### config.mk
export PLATFORM = sky130hd
export DESIGN_NAME = aes_round_ctrl
export DESIGN_NICKNAME = d
export VERILOG_FILES = /design/src/rtl/aes_round_ctrl.sv
export SDC_FILE = /design/constraint.sdc
export NUM_CORES = 1
export LEC_CHECK = 0
export ABC_AREA = 1
export CAP_MARGIN = 5
export CORE_AREA = 3 3 44 61
export DETAILED_ROUTE_END_ITERATION = 16
export DIE_AREA = 0 0 47 64
export PLACE_DENSITY = 0.82
export SLEW_MARGIN = 20
export SYNTH_ARGS = -nofsm -noshare
export SYNTH_HDL_FRONTEND = slang
export SYNTH_SLANG_ARGS = --single-unit
### constraint.sdc
create_clock -name clk -period 1.8 [get_ports clk]
set_input_delay 0.54 -clock clk [delete_from_list [all_inputs] [get_ports clk]]
set_output_delay 0.54 -clock clk [all_outputs]
set_load 0.02 [all_outputs]
### src/rtl/aes_round_ctrl.sv
// Round sequencer for the byte-serial AES-128 datapath: steps the SubBytes, ShiftRows,
// MixColumns and AddRoundKey phases over a shared byte counter and fetches each round key.
module aes_round_ctrl #(
  parameter int NUM_ROUNDS = 10
) (
  input  logic       clk,
  input  logic       rst,
  input  logic       start,
  input  logic       stall,
  input  logic       key_ack,
  output logic       busy,
  output logic       key_req,
  output logic [3:0] key_round,
  output logic [3:0] round,
  output logic [3:0] count,
  output logic       SUB_BYTES_start,
  output logic       SHIFT_ROWS_start,
  output logic       MIX_COL_start,
  output logic       ADD_ROUND_start,
  output logic       done
);

  typedef enum logic [2:0] {IDLE, KEY_WAIT, ADD, SUB, SHIFT, MIX, FIN} state_t;

  localparam logic [3:0] LAST_RND = 4'(NUM_ROUNDS);

  state_t     state_q, state_d;
  logic [3:0] count_d, round_d, key_round_d;
  logic       phase_act, adv, busy_d;

  // Strobes are the registered phase gated by the live stall, so a stalled
  // cycle never consumes a byte index.
  assign SUB_BYTES_start  = (state_q == SUB)   && !stall;
  assign SHIFT_ROWS_start = (state_q == SHIFT) && !stall;
  assign MIX_COL_start    = (state_q == MIX)   && !stall;
  assign ADD_ROUND_start  = (state_q == ADD)   && !stall;

  assign phase_act = SUB_BYTES_start | SHIFT_ROWS_start | MIX_COL_start | ADD_ROUND_start;
  assign adv       = phase_act && (count == 4'd15);

  always_comb begin
    state_d     = state_q;
    count_d     = count;
    round_d     = round;
    key_round_d = key_round;
    if (phase_act) count_d = count + 4'd1;
    case (state_q)
      IDLE: begin
        if (start) begin
          state_d     = KEY_WAIT;
          round_d     = 4'd0;
          key_round_d = 4'd0;
        end
      end
      KEY_WAIT: begin
        count_d = 4'd0;
        if (key_ack) state_d = ADD;
      end
      SUB: if (adv) state_d = SHIFT;
      SHIFT: begin
        if (adv) begin
          if (round < LAST_RND) begin
            state_d = MIX;
          end else begin
            state_d     = KEY_WAIT;
            key_round_d = round;
          end
        end
      end
      MIX: begin
        if (adv) begin
          state_d     = KEY_WAIT;
          key_round_d = round;
        end
      end
      ADD: begin
        if (adv) begin
          if (round == LAST_RND) begin
            state_d = FIN;
          end else begin
            state_d = SUB;
            round_d = round + 4'd1;
          end
        end
      end
      FIN:     state_d = IDLE;
      default: state_d = IDLE;
    endcase
  end

  assign busy_d = (state_d != IDLE) && (state_d != FIN);

  always_ff @(posedge clk or negedge rst) begin
    if (!rst) begin
      state_q   <= IDLE;
      count     <= 4'd0;
      round     <= 4'd0;
      key_round <= 4'd0;
      busy      <= 1'b0;
      key_req   <= 1'b0;
      done      <= 1'b0;
    end else begin
      state_q   <= state_d;
      count     <= count_d;
      round     <= round_d;
      key_round <= key_round_d;
      busy      <= busy_d;
      key_req   <= (state_d == KEY_WAIT);
      done      <= (state_d == FIN);
    end
  end

endmodule

==> results.json, run 1 <==
{
  "ff2ff_setup_slack_ns": 0.21,
  "drive_above_1_share": 0.286,
  "drv_cap": 0,
  "cts.path.max_buffers": 2,
  "cts_tree": "built",
  "num-nets-final": 191,
  "die_x_um": 47,
  "drt_iter0_drc": 23,
  "slew_viol_final": 0,
  "cp_data_arrival_time_ns": 1.24,
  "status": "completed",
  "die_y_um": 64,
  "hold_depth": 2,
  "powerDensity_nw_per_um2": 1230,
  "cts_buffers": 3,
  "final_cell_mix": "nand2_1 (40), buf_4 (20), dfrtp_1 (16), nor2_1 (14)",
  "synth_top_cell_area_share": 0.428,
  "layout_commonest_cell": "nand2_1",
  "power_mw": 1.81,
  "ys_seq_elements": 18,
  "syn_area_um2": 1050,
  "cts-htree-levels": 1,
  "antenna_found_initial": 0,
  "overflow": 0,
  "dieArea_um2": 3010,
  "core_um2": 2200,
  "drt-total-wl_um": 2380,
  "hold-worst-slack_ns": 0.478,
  "min_period_ns": 1.78,
  "synth_fp_nets": 146,
  "first_pass_iters": 4,
  "gp_congestion": 0.908,
  "vias_per_cell": 5.08,
  "synth_cells": 138,
  "post-route-period-util": 0.989,
  "start_kind": "flop",
  "ys_warn_count": 0,
  "globalRouteTotalUtil": 0.181,
  "final_util": 0.669,
  "syn_avg_cell_area_um2": 7.63,
  "synth_top_area_cell": "dfrtp_1",
  "synth_area_leaders": "dfrtp_1 (43%), nand2_1 (15%), nor2_1 (5.7%)",
  "grt_first_pass_wirelength_um": 4110,
  "clock_skew_ns": 0.000662,
  "row_count": 20,
  "cts_root_buf": "clkbuf_4",
  "n_antenna_cell": 0,
  "fmax_ghz": 0.562,
  "fillers": 189,
  "ys_types": 22,
  "cts_hold_buf": 0,
  "start_util": 0.478,
  "ff2ff_path_depth": 9,
  "critPathMaxFanout": 4,
  "finalHoldViolCount": 0,
  "min_from": "key_round[3]",
  "grt_max_degree": 19,
  "vdd_drop_max_v": 0.000674,
  "drc": 0,
  "hold_path_class": "reg2reg",
  "num_io_pins": 24,
  "cp.required_ns": 1.26,
  "setup_viol_count_final": 0,
  "seq_area_frac_synth": 0.428,
  "drt-wirelength-per-cell_um": 11.7,
  "fin_area_um2": 1470,
  "clk_pin_slew_worst_paths_ns": 0.10,
  "ant_nets": 0,
  "path_class": "reg2out",
  "vias": 1037,
  "rsz0062_at_grt": "true",
  "rr_endpoint": "key_round[1]",
  "clock-sinks": 18,
  "clock_latency_ns": 0.29,
  "finalWorstSetupSlack_ns": 0.0197,
  "hpwlAfterDp_um": 1810,
  "relSlewSlack": 0.709,
  "p_leak_nw": 0.865,
  "first_global_vias": 1021,
  "place_area_um2": 1430,
  "crit_path_end_kind": "output port",
  "syn_to_final_growth_pct": 40.1,
  "pre_cts_slack_ns": -0.575,
  "timing.rr.start": "state_q[1]",
  "portBuffers": 23,
  "tightestPinTransition_ns": 0.433,
  "min_to": "key_round[3]"
}
==> report_power, final <==
| part | switching (mW) | leakage (nW) | total [mW] | internal (mW) |
|---|---|---|---|---|
| logic | 0.578 | 0.608 | 0.988 | 0.409 |
| clock network | 0.124 | 0.0210 | 0.247 | 0.123 |
| registers | 0.0840 | 0.237 | 0.580 | 0.496 |
| total | 0.786 | 0.865 | 1.81 | 1.03 |
==> per-layer routing <==
metal | vias to the layer above | wire (µm) | track usage
met5 | - | 0 | 0
met4 | 0 | 46 | 0.0830
met3 | 5 | 107 | 0.0225
met2 | 28 | 1190 | 0.299
met1 | 475 | 1040 | 0.223
li1 | 529 | - | -
==> final cells by class <==
class / count / area, µm² / area share
Inverter: 16 / 60.1 / 0.0407
Timing Repair Buffer: 40 / 340 / 0.231
Sequential cell: 18 / 453 / 0.307
Multi-Input combinational cell: 104 / 557 / 0.378
Tap cell: 22 / 27.5 / 0.0187
Clock buffer: 4 / 36.3 / 0.0246
==> registers in the layout (all words and copies together) (netlist names) <==
signal     count
done           1
count          4
round          4
busy           1
state_q        3
key_round      4
key_req        1
==> cells in the mapped netlist <==
cell / instances
inv_2: 4
nand4_1: 5
o21bai_4: 1
nand3_4: 1
nand2_2: 6
or2_2: 1
xor2_1: 1
nand3_2: 1
nand3_1: 8
o21ai_1: 2
nor2_2: 3
nand2_1: 42
a21oi_1: 3
dfrtp_1: 18
a21oi_2: 1
nor2_1: 16
o21ai_2: 2
nor3_1: 2
ha_1: 3
o21ai_0: 5
inv_1: 12
nand2_4: 1
==> how the worst max path moves through the flow <==
stage / startpoint / to / slack [ns] / cells past startpoint
final: state_q[2] / ADD_ROUND_start / 0.02 / 6
after global routing: state_q[2] / ADD_ROUND_start / -0.05 / 6
after CTS: key_round[3] / key_round[3] / 0.0007 / 1
after detailed placement: stall / MIX_COL_start / -0.58 / 3
after global placement: stall / MIX_COL_start / -0.55 / 3
after floorplan: stall / MIX_COL_start / 0.24 / 1
==> stage by stage <==
stage	cells	TNS, ns
after floorplan	138	0
after global placement	199	-2.72
after detailed placement	199	-3.17
after CTS	203	0
after global routing	204	-0.0948
final	204	0
==> cell families after synthesis <==
kind of cell             synth area share
flip-flops                          0.428
adder cells (fa/ha/maj)            0.0357
AND/OR/NAND/NOR                     0.381
XOR/XNOR                          0.00832
AO/OA/AOI/OAI                      0.0904
buffers and inverters              0.0571
==> worst max-delay path: stages, from the launching register on <==
cell and delay (ns):
dfrtp_1 0.41, inv_2 0.09, nand2_2 0.05, inv_1 0.08
nand2_2 0.07, nor2_2 0.10, buf_4 0.14
==> what timing repair did <==
item,in CTS,in global routing
resized for setup,31,13
pin swaps,0,2
setup buffers,0,1
gates cloned,0,0
setup endpoints to repair,15,7
No activity file was read; power rests on OpenSTA's default activity.
==> run 2: changes to the inputs <==
--- a/config.mk
+++ b/config.mk
@@ -7,9 +7,9 @@
 export LEC_CHECK = 0
 export ABC_AREA = 1
 export CAP_MARGIN = 5
-export CORE_AREA = 3 3 44 61
+export CORE_AREA = 5 5 46 63
 export DETAILED_ROUTE_END_ITERATION = 16
-export DIE_AREA = 0 0 47 64
+export DIE_AREA = 0 0 51 68
 export PLACE_DENSITY = 0.82
 export SLEW_MARGIN = 20
 export SYNTH_ARGS = -nofsm -noshare
==> run 2 against run 1 <==
Compared with the run above:
- the flow now finishes with violations (negative setup slack)
- clock power shrank 3%
- via count about the same
- sequential cell count stayed put
- global-route usage decreased by 2.2 points
- critical path depth shrank 3
- clock skew increased by 0.0049 ns
- worst hold slack better by 0.0059 ns
- critical endpoint is now SUB_BYTES_start
==> results.json, run 2 (same netlist as run 1, synthesis figures left out) <==
{
  "cts_buffers": 3,
  "die_x_um": 51,
  "syn_to_final_growth_pct": 41.0,
  "place_area_um2": 1440,
  "row_count": 21,
  "path_class": "in2out",
  "min_from": "key_round[0]",
  "clock_latency_ns": 0.29,
  "clkPwrFrac": 0.129,
  "die_y_um": 68,
  "drv_cap": 0,
  "finalWorstSetupSlack_ns": -0.00581,
  "clock-sinks": 18,
  "final_cell_mix": "nand2_1 (40), buf_4 (20), dfrtp_1 (17), nor2_1 (14), dlygate4sd2_1 (13)",
  "ant_nets": 0,
  "clock_skew_ns": 0.00556,
  "first_pass_iters": 4,
  "comb_power_share": 0.561,
  "start_kind": "input port",
  "first_global_vias": 1016,
  "grt_first_pass_wirelength_um": 4220,
  "top_regs": "count x4, key_round x4, round x4",
  "antenna_found_initial": 0,
  "fin_area_um2": 1480,
  "num-nets-final": 192,
  "fmax_ghz": 0.554,
  "setup_viol_count_final": 1,
  "portBuffers": 23,
  "cp_data_arrival_time_ns": 1.27,
  "hold_path_class": "reg2reg",
  "finalHoldViolCount": 0,
  "power_mw": 1.86,
  "violations": "negative setup slack",
  "vdd_drop_max_v": 0.000655,
  "num_io_pins": 24,
  "hpwlAfterDp_um": 1920,
  "p_leak_nw": 0.853,
  "drc": 0,
  "drive_above_1_share": 0.295,
  "min_period_ns": 1.81,
  "post-route-period-util": 1.00,
  "crit_start": "stall",
  "status": "finished, violations left",
  "dieArea_um2": 3470,
  "tightestPinTransition_ns": 0.437,
  "crit_path_end_kind": "output port",
  "core_um2": 2340,
  "globalRouteTotalUtil": 0.159,
  "vias_per_cell": 5.03,
  "drt-wirelength-per-cell_um": 11.7,
  "cts-htree-levels": 1,
  "vias": 1036,
  "drt-total-wl_um": 2420,
  "start_util": 0.450,
  "timing.rr.start": "state_q[1]",
  "relSlewSlack": 0.706,
  "layout_commonest_cell": "nand2_1",
  "powerDensity_nw_per_um2": 1260,
  "seqPwrFrac": 0.310,
  "slew_viol_final": 0,
  "clk_pin_slew_worst_paths_ns": 0.09,
  "cts.path.max_buffers": 2,
  "fillers": 208,
  "cts_root_buf": "clkbuf_4",
  "cts_tree": "built",
  "rsz0062_at_grt": "true",
  "n_antenna_cell": 0,
  "power.internal_mw": 1.06,
  "switchingPower_mw": 0.798,
  "critPathMaxFanout": 5,
  "grt_max_degree": 19,
  "overflow": 0,
  "drt_iter0_drc": 12,
  "gp_congestion": 0.901,
  "cp.required_ns": 1.26,
  "switching_share": 0.428
}
## run 2: metrics by stage
step / setup TNS (ns) / setup WS (ns) / utilization / instances / hold WS (ns)
6_report: -0.00581 / -0.00581 / 0.635 / 206 / 0.483
4_1_cts: 0 / 0.00520 / 0.621 / 205 / 0.487
2_1_floorplan: 0 / 0.235 / - / 138 / 0.244
3_3_place_gp: -2.90 / -0.571 / 0.615 / 201 / 0.458
3_5_place_dp: -3.38 / -0.614 / 0.615 / 201 / 0.462
5_1_grt: -0.0602 / -0.0214 / 0.635 / 206 / 0.527
## run 2: path summary, 6_finish.rpt
path	end	slack [ns]	depth (start not counted)
max	SUB_BYTES_start	-0.006	3
min	key_round[0]	0.48	2
max reg2reg	key_round[1]	0.22	9
min reg2reg	key_round[0]	0.48	2
max in group asynchronous	state_q[1]	1.02	2
min in group asynchronous	count[3]	0.57	2
## run 2: critical path, cell delays in order
cell	delay [ns]
dlygate4sd2_1	0.31
nor3_1	0.21
buf_2	0.20
## run 2: power by group through the flow
stage	combinational, mW	sequential [mW]	clock, mW
2_1_floorplan	0.498	0.654	0
3_3_place_gp	1.01	0.567	0
3_5_place_dp	1.03	0.572	0
4_1_cts	1.01	0.565	0.252
5_1_grt	1.16	0.590	0.270
6_report	1.04	0.578	0.240
## run 2: area by class of cell
cell class                      count  area, µm²  area share
Clock buffer                        4       36.3      0.0245
Inverter                           16       60.1      0.0405
Multi-Input combinational cell    104        562       0.379
Sequential cell                    18        452       0.304
Tap cell                           23       28.8      0.0194
Timing Repair Buffer               41        345       0.233
## run 2: repair_timing
item / CTS / global route
pin swaps: 1 / 2
endpoints found under the hold margin: 0 / 0
endpoints found under the setup margin: 16 / 6
resized for setup: 36 / 10
hold buffers: 0 / 0
setup buffers: 0 / 1
## run 2: metal layers
layer / GRT usage / share of wire
met2: 0.297 / 0.50
met4: 0.0606 / 0.015
met1: 0.181 / 0.43
met3: 0.0218 / 0.048
met5: 0 / 0
==> run 3: changes to the inputs <==
--- a/config.mk
+++ b/config.mk
@@ -5,12 +5,12 @@
 export SDC_FILE = /design/constraint.sdc
 export NUM_CORES = 1
 export LEC_CHECK = 0
-export ABC_AREA = 1
 export CAP_MARGIN = 5
-export CORE_AREA = 5 5 46 63
+export CORE_AREA = 5 5 47 65
 export DETAILED_ROUTE_END_ITERATION = 16
-export DIE_AREA = 0 0 51 68
-export PLACE_DENSITY = 0.82
+export DIE_AREA = 0 0 52 70
+export GPL_ROUTABILITY_DRIVEN = 0
+export PLACE_DENSITY = 0.83
 export SLEW_MARGIN = 20
 export SYNTH_ARGS = -nofsm -noshare
 export SYNTH_HDL_FRONTEND = slang
==> run 3 against run 2 <==
Compared with the run above:
- the flow now finishes without violations
- critical path depth did not move
- clock power rose by 7%
- sequential share of layout area fell by 1.4 points
- power rose by 0.42%
- fmax rose by 2.3%
- critical path type is now reg2out
- largest cell class unchanged
==> results.json, run 3 <==
{
  "ys_types": 45,
  "crit_buf_inv": 1,
  "cp.depth": 3,
  "start_kind": "flop",
  "synth_ff_type": "dfrtp_1",
  "yosys.cell_count.top_type": "dfrtp_1",
  "core_um2": 2390,
  "dieArea_um2": 3640,
  "fmax_ghz": 0.567,
  "post-cts-setup-buffers": 0,
  "ant_nets": 0,
  "register_area_um2": 450,
  "hold-worst-slack_ns": 0.509,
  "slowest_delay_ns": 0.42,
  "globalRouteTotalUtil": 0.171,
  "cts_tree": "built",
  "rsz0062_at_grt": "true",
  "pre_cts_slack_ns": -0.634,
  "portBuffers": 23,
  "finalHoldViolCount": 0,
  "row_count": 21,
  "ff2ff_setup_slack_ns": 0.11,
  "cp.required_ns": 1.26,
  "cts_hold_buf": 0,
  "final_cell_mix": "buf_4 (25), dfrtp_1 (18), dlygate4sd2_1 (13), nor2_1 (8), inv_1 (8)",
  "antenna_found_initial": 0,
  "synth_edf_count": 0,
  "hpwlAfterDp_um": 2110,
  "grt_max_degree": 19,
  "tightestPinTransition_ns": 0.392,
  "synth_fp_nets": 117,
  "min_period_ns": 1.76,
  "crit_start": "state_q[1]",
  "async_reset_ff_frac": 1.00,
  "final_util": 0.649,
  "n_antenna_cell": 0,
  "cp_data_arrival_time_ns": 1.22,
  "drive_above_1_share": 0.294,
  "drt-total-wl_um": 2830,
  "vdd_drop_max_v": 0.000903,
  "drc": 0,
  "timing.rr.start": "count[0]",
  "path_class": "reg2out",
  "vias_per_cell": 5.44,
  "synth_area_leaders": "dfrtp_1 (39%), a221oi_1 (4.5%), a22o_1 (4.5%)",
  "slew_viol_final": 0,
  "post-route-period-util": 0.980,
  "ys_seq_elements": 18,
  "syn_avg_cell_area_um2": 10.6,
  "vias": 1018,
  "clock_skew_ns": 0.00284,
  "layout_commonest_cell": "buf_4",
  "drt_iter0_drc": 8,
  "top_regs": "count x4, key_round x4, round x4",
  "first_pass_iters": 4,
  "syn_to_final_growth_pct": 33.9,
  "crit_end": "SHIFT_ROWS_start",
  "multiInputGateArea_um2": 617,
  "synth_top_cell_area_share": 0.388,
  "hold_path_class": "reg2reg",
  "p_leak_nw": 0.787,
  "clock-sinks": 18,
  "die_y_um": 70,
  "start_util": 0.485,
  "status": "completed",
  "ff2ff_path_depth": 6,
  "yosys-top-cells-count": "dfrtp_1 (18), inv_1 (8), nor2_1 (8)",
  "setup_viol_count_final": 0,
  "num-nets-final": 162,
  "crit_path_end_kind": "output port",
  "ys_warn_count": 0,
  "syn_area_um2": 1160,
  "cts.path.max_buffers": 2,
  "crit_slowest_cell": "dfrtp_1",
  "path_cells": "nand2b_1 > nor3_1 > buf_2",
  "finalWorstSetupSlack_ns": 0.0351,
  "powerDensity_nw_per_um2": 1200,
  "fillers": 204,
  "relSlewSlack": 0.738,
  "seq_area_frac_synth": 0.388,
  "grt_first_pass_wirelength_um": 4890,
  "num_io_pins": 24,
  "clk_pin_slew_worst_paths_ns": 0.11,
  "die_x_um": 52,
  "first_global_vias": 1077,
  "rr_endpoint": "round[1]",
  "cts-htree-levels": 1,
  "path_delay_family": "flip-flops",
  "cts_root_buf": "clkbuf_4",
  "synth_top_area_cell": "dfrtp_1",
  "overflow": 0,
  "cts_buffers": 3,
  "drv_cap": 0,
  "clock_latency_ns": 0.30,
  "drt-wirelength-per-cell_um": 15.1,
  "critPathMaxFanout": 3,
  "synth_cells": 109
}
==> run 3: kinds of logic after synthesis <==
| kind of cell | Yosys count | share of synthesized area |
|---|---|---|
| simple gates | 37 | 0.215 |
| compound gates | 30 | 0.227 |
| buf+inv | 14 | 0.0798 |
| xor+xnor | 2 | 0.0151 |
| mux | 5 | 0.0432 |
| flops | 18 | 0.388 |
| fa+ha+maj | 3 | 0.0324 |
==> run 3: worst min-delay path by stage <==
stage,start,to,cells after the start
after detailed placement,key_round[2],key_round[2],1
after floorplan,rst,busy,0
after global routing,key_round[0],key_round[0],1
after CTS,key_round[2],key_round[2],1
final,key_round[3],key_round[3],1
after global placement,key_round[1],key_round[1],1
==> run 3: worst register-to-register path: cells and delay by family (launching register included) <==
family | cells | cell delay, ns
adders and majority gates | 1 | 0.23
buffers and inverters | 1 | 0.17
and+or+nand+nor | 1 | 0.29
AOI/OAI and AO/OA | 3 | 0.48
DFF | 1 | 0.42
==> run 3: report_power, final <==
| part | switching (mW) | internal (mW) |
|---|---|---|
| Combinational | 0.555 | 0.450 |
| Sequential | 0.108 | 0.500 |
| Clock | 0.134 | 0.123 |
==> run 3: routing by layer <==
layer | vias up | part of all wire | GRT usage
li1 | 492 | - | -
met1 | 494 | 0.40 | 0.202
met2 | 25 | 0.55 | 0.302
met3 | 7 | 0.040 | 0.0298
met4 | 0 | 0.018 | 0.0525
met5 | - | 0 | 0
==> run 3: cell type report <==
cell class | count | area share
Tap cell | 34 | 0.0274
Sequential cell | 18 | 0.290
Inverter | 8 | 0.0193
Clock buffer | 4 | 0.0234
Timing Repair Buffer | 46 | 0.243
Multi-Input combinational cell | 77 | 0.397
==> run 3: repair_timing <==
item | CTS | global route
pin swaps | 0 | 1
gates resized for setup | 32 | 3
cloned | 0 | 0
setup endpoints to repair | 28 | 6
==> run 3: per-stage QoR <==
stage	power [mW]	area (µm²)	TNS, ns	cells
3_3_place_gp	1.63	1540	-7.42	183
4_1_cts	1.88	1550	0	187
6_report	1.87	1550	0	187
3_5_place_dp	1.67	1540	-7.90	183
2_1_floorplan	1.27	1160	0	109
5_1_grt	2.00	1550	-0.0700	187
